==> config.mk <==
export PLATFORM = sky130hd
export DESIGN_NAME = ets_phase_stepper_flat
export DESIGN_NICKNAME = d
export VERILOG_FILES = /design/src/rtl/ets_pkg.sv /design/src/rtl/ets_phase_stepper_if.sv /design/src/rtl/ets_phase_counter.sv /design/src/rtl/ets_phase_stepper.sv /design/src/flat_wrapper.sv
export SDC_FILE = /design/constraint.sdc
export NUM_CORES = 1
export LEC_CHECK = 0
export ABC_AREA = 1
export CORE_AREA = 2 2 55 96
export CTS_BUF_LIST = sky130_fd_sc_hd__clkbuf_16
export CTS_CLUSTER_DIAMETER = 150
export DETAILED_ROUTE_END_ITERATION = 8
export DIE_AREA = 0 0 57 98
export HOLD_SLACK_MARGIN = 0.03
export MAX_ROUTING_LAYER = met4
export PLACE_DENSITY = 0.75
export SETUP_SLACK_MARGIN = 0.05
export SYNTH_ARGS = -nofsm -noshare
export SYNTH_HDL_FRONTEND = slang
export SYNTH_SLANG_ARGS = --single-unit
==> constraint.sdc <==
create_clock -name clk -period 1.97 [get_ports clk]
set_clock_uncertainty 0.1 [all_clocks]
set_input_delay 0.394 -clock clk [delete_from_list [all_inputs] [get_ports clk]]
set_output_delay 0.394 -clock clk [all_outputs]
set_load 0.05 [all_outputs]
==> src/rtl/ets_pkg.sv <==
// Shared types and helpers for the ETS phase-control blocks: FSM state and
// request-mode enums, the default fine-step count per period, and a width helper.
package ets_pkg;

  typedef enum logic [2:0] {
    IDLE  = 3'd0,
    STEP  = 3'd1,
    WAIT  = 3'd2,
    DWELL = 3'd3,
    DONE  = 3'd4
  } state_t;

  typedef enum logic {
    MODE_SHIFT = 1'b0,
    MODE_HOME  = 1'b1
  } mode_t;

  localparam int PHASE_WRAP_DEFAULT = 448;

  // Bits needed to hold 0..n-1, never less than one.
  function automatic int ets_width(input int n);
    return (n > 2) ? $clog2(n) : 1;
  endfunction

endpackage

==> src/rtl/ets_phase_stepper_if.sv <==
// Request/done handshake with the ETS engine plus the MMCM dynamic phase-shift
// port, bundled so the stepper and its drivers share one connection.
interface ets_phase_stepper_if;

  logic        shift;
  logic        shift_done;
  logic        home;
  logic        home_done;
  logic        psen;
  logic        psincdec;
  logic        psdone;
  logic [31:0] vernier_q;
  logic        busy;
  logic        err_timeout;

  // Requester side: the ETS engine together with the MMCM phase-shift port.
  modport master (
    output shift, home, psdone,
    input  shift_done, home_done, psen, psincdec, vernier_q, busy, err_timeout
  );

  // Stepper side.
  modport slave (
    input  shift, home, psdone,
    output shift_done, home_done, psen, psincdec, vernier_q, busy, err_timeout
  );

endinterface

==> src/rtl/ets_phase_counter.sv <==
// Modulo-PHASE_WRAP up/down fine-phase index with enable and synchronous clear;
// shared by the phase stepper and later sweep controllers.
module ets_phase_counter
  import ets_pkg::*;
#(
  parameter  int PHASE_WRAP = PHASE_WRAP_DEFAULT,
  localparam int Q_W        = ets_width(PHASE_WRAP)
) (
  input  logic           clk,
  input  logic           clear,
  input  logic           en,
  input  logic           up,
  output logic [Q_W-1:0] q
);

  localparam logic [Q_W-1:0] Q_TOP = Q_W'(PHASE_WRAP - 1);

  function automatic logic [Q_W-1:0] wrap_inc(input logic [Q_W-1:0] v);
    return (v == Q_TOP) ? '0 : v + 1'b1;
  endfunction

  function automatic logic [Q_W-1:0] wrap_dec(input logic [Q_W-1:0] v);
    return (v == '0) ? Q_TOP : v - 1'b1;
  endfunction

  always_ff @(posedge clk) begin
    if (clear) begin
      q <= '0;
    end else if (en) begin
      q <= up ? wrap_inc(q) : wrap_dec(q);
    end
  end

endmodule

==> src/rtl/ets_phase_stepper.sv <==
// ETS sampling-clock fine-phase stepper driving the MMCM PSEN/PSINCDEC/PSDONE port.
// Build option ETS_DWELL_EN inserts a DWELL_CYCLES settle period before each done pulse.
module ets_phase_stepper
  import ets_pkg::*;
#(
  parameter int STEPS_PER_SHIFT = 1,
  parameter int PHASE_WRAP      = PHASE_WRAP_DEFAULT,
  parameter int PSDONE_TIMEOUT  = 64,
  parameter int DWELL_CYCLES    = 16
) (
  input logic               clk,
  input logic               reset,
  ets_phase_stepper_if.slave bus
);

  localparam int Q_W     = ets_width(PHASE_WRAP);
  localparam int STEP_W  = ets_width(STEPS_PER_SHIFT + 1);
  localparam int REM_W   = (Q_W > STEP_W) ? Q_W : STEP_W;
  localparam int CNT_MAX = (PSDONE_TIMEOUT > DWELL_CYCLES) ? PSDONE_TIMEOUT : DWELL_CYCLES;
  localparam int CNT_W   = ets_width(CNT_MAX + 1);

  localparam logic [REM_W-1:0] STEPS_INIT   = REM_W'(STEPS_PER_SHIFT);
  localparam logic [REM_W-1:0] REM_LAST     = REM_W'(1);
  localparam logic [CNT_W-1:0] TIMEOUT_LAST = CNT_W'(PSDONE_TIMEOUT - 1);
`ifdef ETS_DWELL_EN
  localparam logic [CNT_W-1:0] DWELL_LAST   = CNT_W'(DWELL_CYCLES - 1);
`endif

  state_t           state, state_nx;
  mode_t            mode, mode_nx;
  logic             dir, dir_nx;
  logic [REM_W-1:0] rem, rem_nx;
  logic [CNT_W-1:0] cnt, cnt_nx;
  logic             err, err_nx;
  logic             step_en;
  logic [Q_W-1:0]   q;

  ets_phase_counter #(
    .PHASE_WRAP (PHASE_WRAP)
  ) u_counter (
    .clk   (clk),
    .clear (reset),
    .en    (step_en),
    .up    (dir),
    .q     (q)
  );

  // cnt is the psdone timeout counter in WAIT and the settle counter in DWELL.
  always_comb begin
    state_nx = state;
    mode_nx  = mode;
    dir_nx   = dir;
    rem_nx   = rem;
    cnt_nx   = cnt;
    err_nx   = err;
    step_en  = 1'b0;
    case (state)
      IDLE: begin
        if (bus.home) begin
          mode_nx  = MODE_HOME;
          dir_nx   = 1'b0;
          rem_nx   = REM_W'(q);
          state_nx = (q == '0) ? DONE : STEP;
        end else if (bus.shift) begin
          mode_nx  = MODE_SHIFT;
          dir_nx   = 1'b1;
          rem_nx   = STEPS_INIT;
          state_nx = STEP;
        end
      end
      STEP: begin
        cnt_nx   = '0;
        state_nx = WAIT;
      end
      WAIT: begin
        // A psdone landing on the final timeout cycle still counts as success.
        if (bus.psdone) begin
          step_en = 1'b1;
          rem_nx  = rem - 1'b1;
          cnt_nx  = '0;
          if (rem == REM_LAST) begin
`ifdef ETS_DWELL_EN
            state_nx = DWELL;
`else
            state_nx = DONE;
`endif
          end else begin
            state_nx = STEP;
          end
        end else if (cnt == TIMEOUT_LAST) begin
          err_nx   = 1'b1;
          state_nx = DONE;
        end else begin
          cnt_nx = cnt + 1'b1;
        end
      end
`ifdef ETS_DWELL_EN
      DWELL: begin
        if (cnt == DWELL_LAST) begin
          state_nx = DONE;
        end else begin
          cnt_nx = cnt + 1'b1;
        end
      end
`endif
      DONE: begin
        state_nx = IDLE;
      end
      default: begin
        state_nx = IDLE;
      end
    endcase
  end

  always_ff @(posedge clk) begin
    if (reset) begin
      state <= IDLE;
      mode  <= MODE_SHIFT;
      dir   <= 1'b0;
      rem   <= '0;
      cnt   <= '0;
      err   <= 1'b0;
    end else begin
      state <= state_nx;
      mode  <= mode_nx;
      dir   <= dir_nx;
      rem   <= rem_nx;
      cnt   <= cnt_nx;
      err   <= err_nx;
    end
  end

  // Every output is a decode of registered state, so none glitch on inputs.
  assign bus.psen        = (state == STEP);
  assign bus.psincdec    = dir;
  assign bus.busy        = (state != IDLE);
  assign bus.shift_done  = (state == DONE) && (mode == MODE_SHIFT);
  assign bus.home_done   = (state == DONE) && (mode == MODE_HOME);
  assign bus.err_timeout = err;
  assign bus.vernier_q   = 32'(q);

endmodule

==> src/flat_wrapper.sv <==
// flat-port wrapper written by rule: the top's interface ports become plain ports
module ets_phase_stepper_flat import ets_pkg::*;
#(
  parameter int STEPS_PER_SHIFT = 1,
  parameter int PHASE_WRAP      = PHASE_WRAP_DEFAULT,
  parameter int PSDONE_TIMEOUT  = 64,
  parameter int DWELL_CYCLES    = 16
)
  (clk, reset, bus_shift, bus_home, bus_psdone, bus_shift_done, bus_home_done, bus_psen, bus_psincdec, bus_vernier_q, bus_busy, bus_err_timeout);
  ets_phase_stepper_if bus_i ();
  input logic clk;
  input logic reset;
  input wire logic [$bits(bus_i.shift)-1:0] bus_shift;
  input wire logic [$bits(bus_i.home)-1:0] bus_home;
  input wire logic [$bits(bus_i.psdone)-1:0] bus_psdone;
  output wire logic [$bits(bus_i.shift_done)-1:0] bus_shift_done;
  output wire logic [$bits(bus_i.home_done)-1:0] bus_home_done;
  output wire logic [$bits(bus_i.psen)-1:0] bus_psen;
  output wire logic [$bits(bus_i.psincdec)-1:0] bus_psincdec;
  output wire logic [$bits(bus_i.vernier_q)-1:0] bus_vernier_q;
  output wire logic [$bits(bus_i.busy)-1:0] bus_busy;
  output wire logic [$bits(bus_i.err_timeout)-1:0] bus_err_timeout;
  assign bus_i.shift = bus_shift;
  assign bus_i.home = bus_home;
  assign bus_i.psdone = bus_psdone;
  assign bus_shift_done = bus_i.shift_done;
  assign bus_home_done = bus_i.home_done;
  assign bus_psen = bus_i.psen;
  assign bus_psincdec = bus_i.psincdec;
  assign bus_vernier_q = bus_i.vernier_q;
  assign bus_busy = bus_i.busy;
  assign bus_err_timeout = bus_i.err_timeout;
  ets_phase_stepper #(.STEPS_PER_SHIFT(STEPS_PER_SHIFT), .PHASE_WRAP(PHASE_WRAP), .PSDONE_TIMEOUT(PSDONE_TIMEOUT), .DWELL_CYCLES(DWELL_CYCLES)) u_core (.clk(clk), .reset(reset), .bus(bus_i));
endmodule
==> run metrics, run 1 <==
ys flop type=dfxtp_1; first drt pass iteration count=4; met2 wire length=3020 um; Vias per Instance=between 5 and 6; Syn-to-layout area delta=16.0%; Peak Freq=around 580 MHz; static leakage=0.00126 uW; Final Hold Fails=0; chip width=roughly 57 um; worst-path fanout max=8; DRT iter0 DRCs=95; Finished Core Util=around 56%; io pins=43; largest net degree at the start of global routing=18; ANT cells=0; CTS sink cnt=31; Die ar.=0.00559 mm^2; Async SR Flop Fraction=0%; CTS tree=done; Wirelength per Cell=12.5 um; Synthesis Warnings=0; Clock H-tree levels=2; Detail Route Antenna Nets=0; largest family of logic cells by synthesized area=simple AND/OR/NAND/NOR gates; final total negative setup slack=0 ns; worst vdd ir=0.928 mV; Final #Nets=400; fin cells=between 400 and 500; ratio of cells with drive above 1 in the final layout=a little over an eighth; Syn Inst Count=363; Tcrit/Tclk final=88.2%; core box area=0.00485 mm^2; Mean Syn Cell Area=6.42 um^2; Clock Path Buffers=2; Mapped Area=~0.0023 mm^2; hold_buf cts=0; Setup CP Type=flop to flop; xor and xnor fraction of the mapped netlist area=1.88%; Vias=2363; WL met1=2030 um; pwr/cell area=1500 mW/mm^2; vias in the first global route=2119; dpl cells=between 400 and 500; Commonest cells post-synth=nor2_1, nand2_1, inv_1; number of synthesized flops with an enable pin=0; area share of the largest cell type after synthesis=between 20% and 30%; post-synthesis cell type count=34; Die Height=98 um; Min Clock Period, post-route=1.74 ns; count leader, synth=nor2_1; CTS root buffer=clkbuf_16; num rows=34; Area contributors post-synth=dfxtp_1, nor2_1, nand2_1; Synth Area in Adders=under 10%; postcts setup bufs=0; clk slew on worst S/H paths=0.05 ns; Simple-Gate Fraction of Synth Area=approximately a third; first-pass GRT wire length=9380 um; TritonCTS buffer count=5; highest routed metal layer=met4; sequential share of the synthesized area=26.6%; placed wire-length estimate=4360 um; HP Class=flop to flop; final wirelength=around 5600 um; leading area contributor after synthesis=dfxtp_1; Final setup viols=0; post-synthesis compound-gate area fraction=16.0%; Arr. time, crit path=about 1.8 ns; register area=621 um^2; Multi-input gate area=0.00139 mm^2; RSZ-0062 raised after global routing=false; #FFs+latches synth=31; multiplexer share of the synthesized area=0%; met3 wire length=290 um; Setup crit end kind=flop; DRC viols=0; critical path required time=a little over 2 ns; CP startpoint kind=flop; cts repair resizes=0; Max Cap Violations=0; Final GP Congestion=~0.9; gr usage total=a little over a fifth; status=completed; Pins Over Slew Limit=0; IO Port Bufs=19; # fillers=496; initial antenna violation count=0; total gr overflow=0; Initial Utilization=48.1%; clk_lat worst skew=approximately 0.28 ns
-- power breakdown --
group,internal (uW),switching (uW)
logic,756,1470
clock network,588,274
registers,787,188
total,2130,1930
-- sequential cells by signal, indices dropped and copies added (netlist names) --
signal / cells
u_core.bus.err_timeout: 1
u_core.u_counter.q: 9
u_core.state: 3
u_core.cnt: 7
u_core.mode: 1
u_core.bus.psincdec: 1
u_core.rem: 9
-- layer usage --
layer	track usage (%)	vias up
met5	-	-
met4	11.6	0
met3	3.97	21
met2	38.2	79
met1	21.6	1079
li1	-	1184
-- cells by family after synthesis --
group | count (synthesis)
other | 1
XOR/XNOR | 5
AO/OA/AOI/OAI | 70
buffers and inverters | 78
flip-flops | 31
AND/OR/NAND/NOR | 173
adder cells (fa/ha/maj) | 5
-- path summary, 6_finish.rpt --
check	start	to	slack [ns]	cells after the start
max	u_core.u_counter.q[0]	u_core.u_counter.q[7]	0.23	10
max reg2reg	u_core.u_counter.q[0]	u_core.u_counter.q[7]	0.23	10
min	u_core.bus.err_timeout	u_core.bus.err_timeout	0.35	2
min reg2reg	u_core.bus.err_timeout	u_core.bus.err_timeout	0.35	2
-- per-stage QoR --
| stage | instance area [um^2] | hold slack [ns] | power [uW] | setup WS [ns] |
|---|---|---|---|---|
| finish | 2700 | 0.348 | 4060 | 0.232 |
| CTS | 2700 | 0.355 | 4060 | 0.234 |
| global route | 2700 | 0.386 | 4360 | 0.0599 |
| detailed placement | 2540 | 0.347 | 3190 | 0.0372 |
| global placement | 2540 | 0.340 | 3150 | 0.0688 |
| floorplan | 2410 | 0.352 | 2640 | 0.120 |
-- critical path, cell delays in order (launching register included) --
cell     delay (ns)
dfxtp_1        0.49
ha_1           0.28
nand3_1        0.15
nor2_4         0.15
nand2_2        0.07
nand2_2        0.10
inv_1          0.08
nand2_1        0.06
nand3_1        0.07
nand2_1        0.07
inv_1          0.03
-- cell usage in the layout, fill, tap and decap left out, types with 5 or more instances in the layout --
master and instances:
buf_4 20, ha_1 5, a21oi_1 27, dfxtp_1 31
clkbuf_16 5, conb_1 23, nor3_1 8, nor2_4 5
inv_1 42, nand2_1 54, nor2_1 55, nand3_1 34
o21ai_0 33, xor2_1 5, nand4_1 5, buf_12 5
-- final cells by class --
class | count | area share (%)
inverters | 47 | 6.52
clock buffers | 5 | 4.63
well taps | 54 | 2.50
repair buffers | 29 | 10.7
flip-flops and latches | 31 | 23.0
clock inverters | 3 | 1.43
multi-input cells | 276 | 51.2
Note: power is estimated with default switching activity, not from simulation.
==> inputs of run 2 (changes only) <==
Settings changed: CAP_MARGIN set to 10.
==> results of run 2 <==
The final DEF is identical to that of run 1; final timing and power are the same.
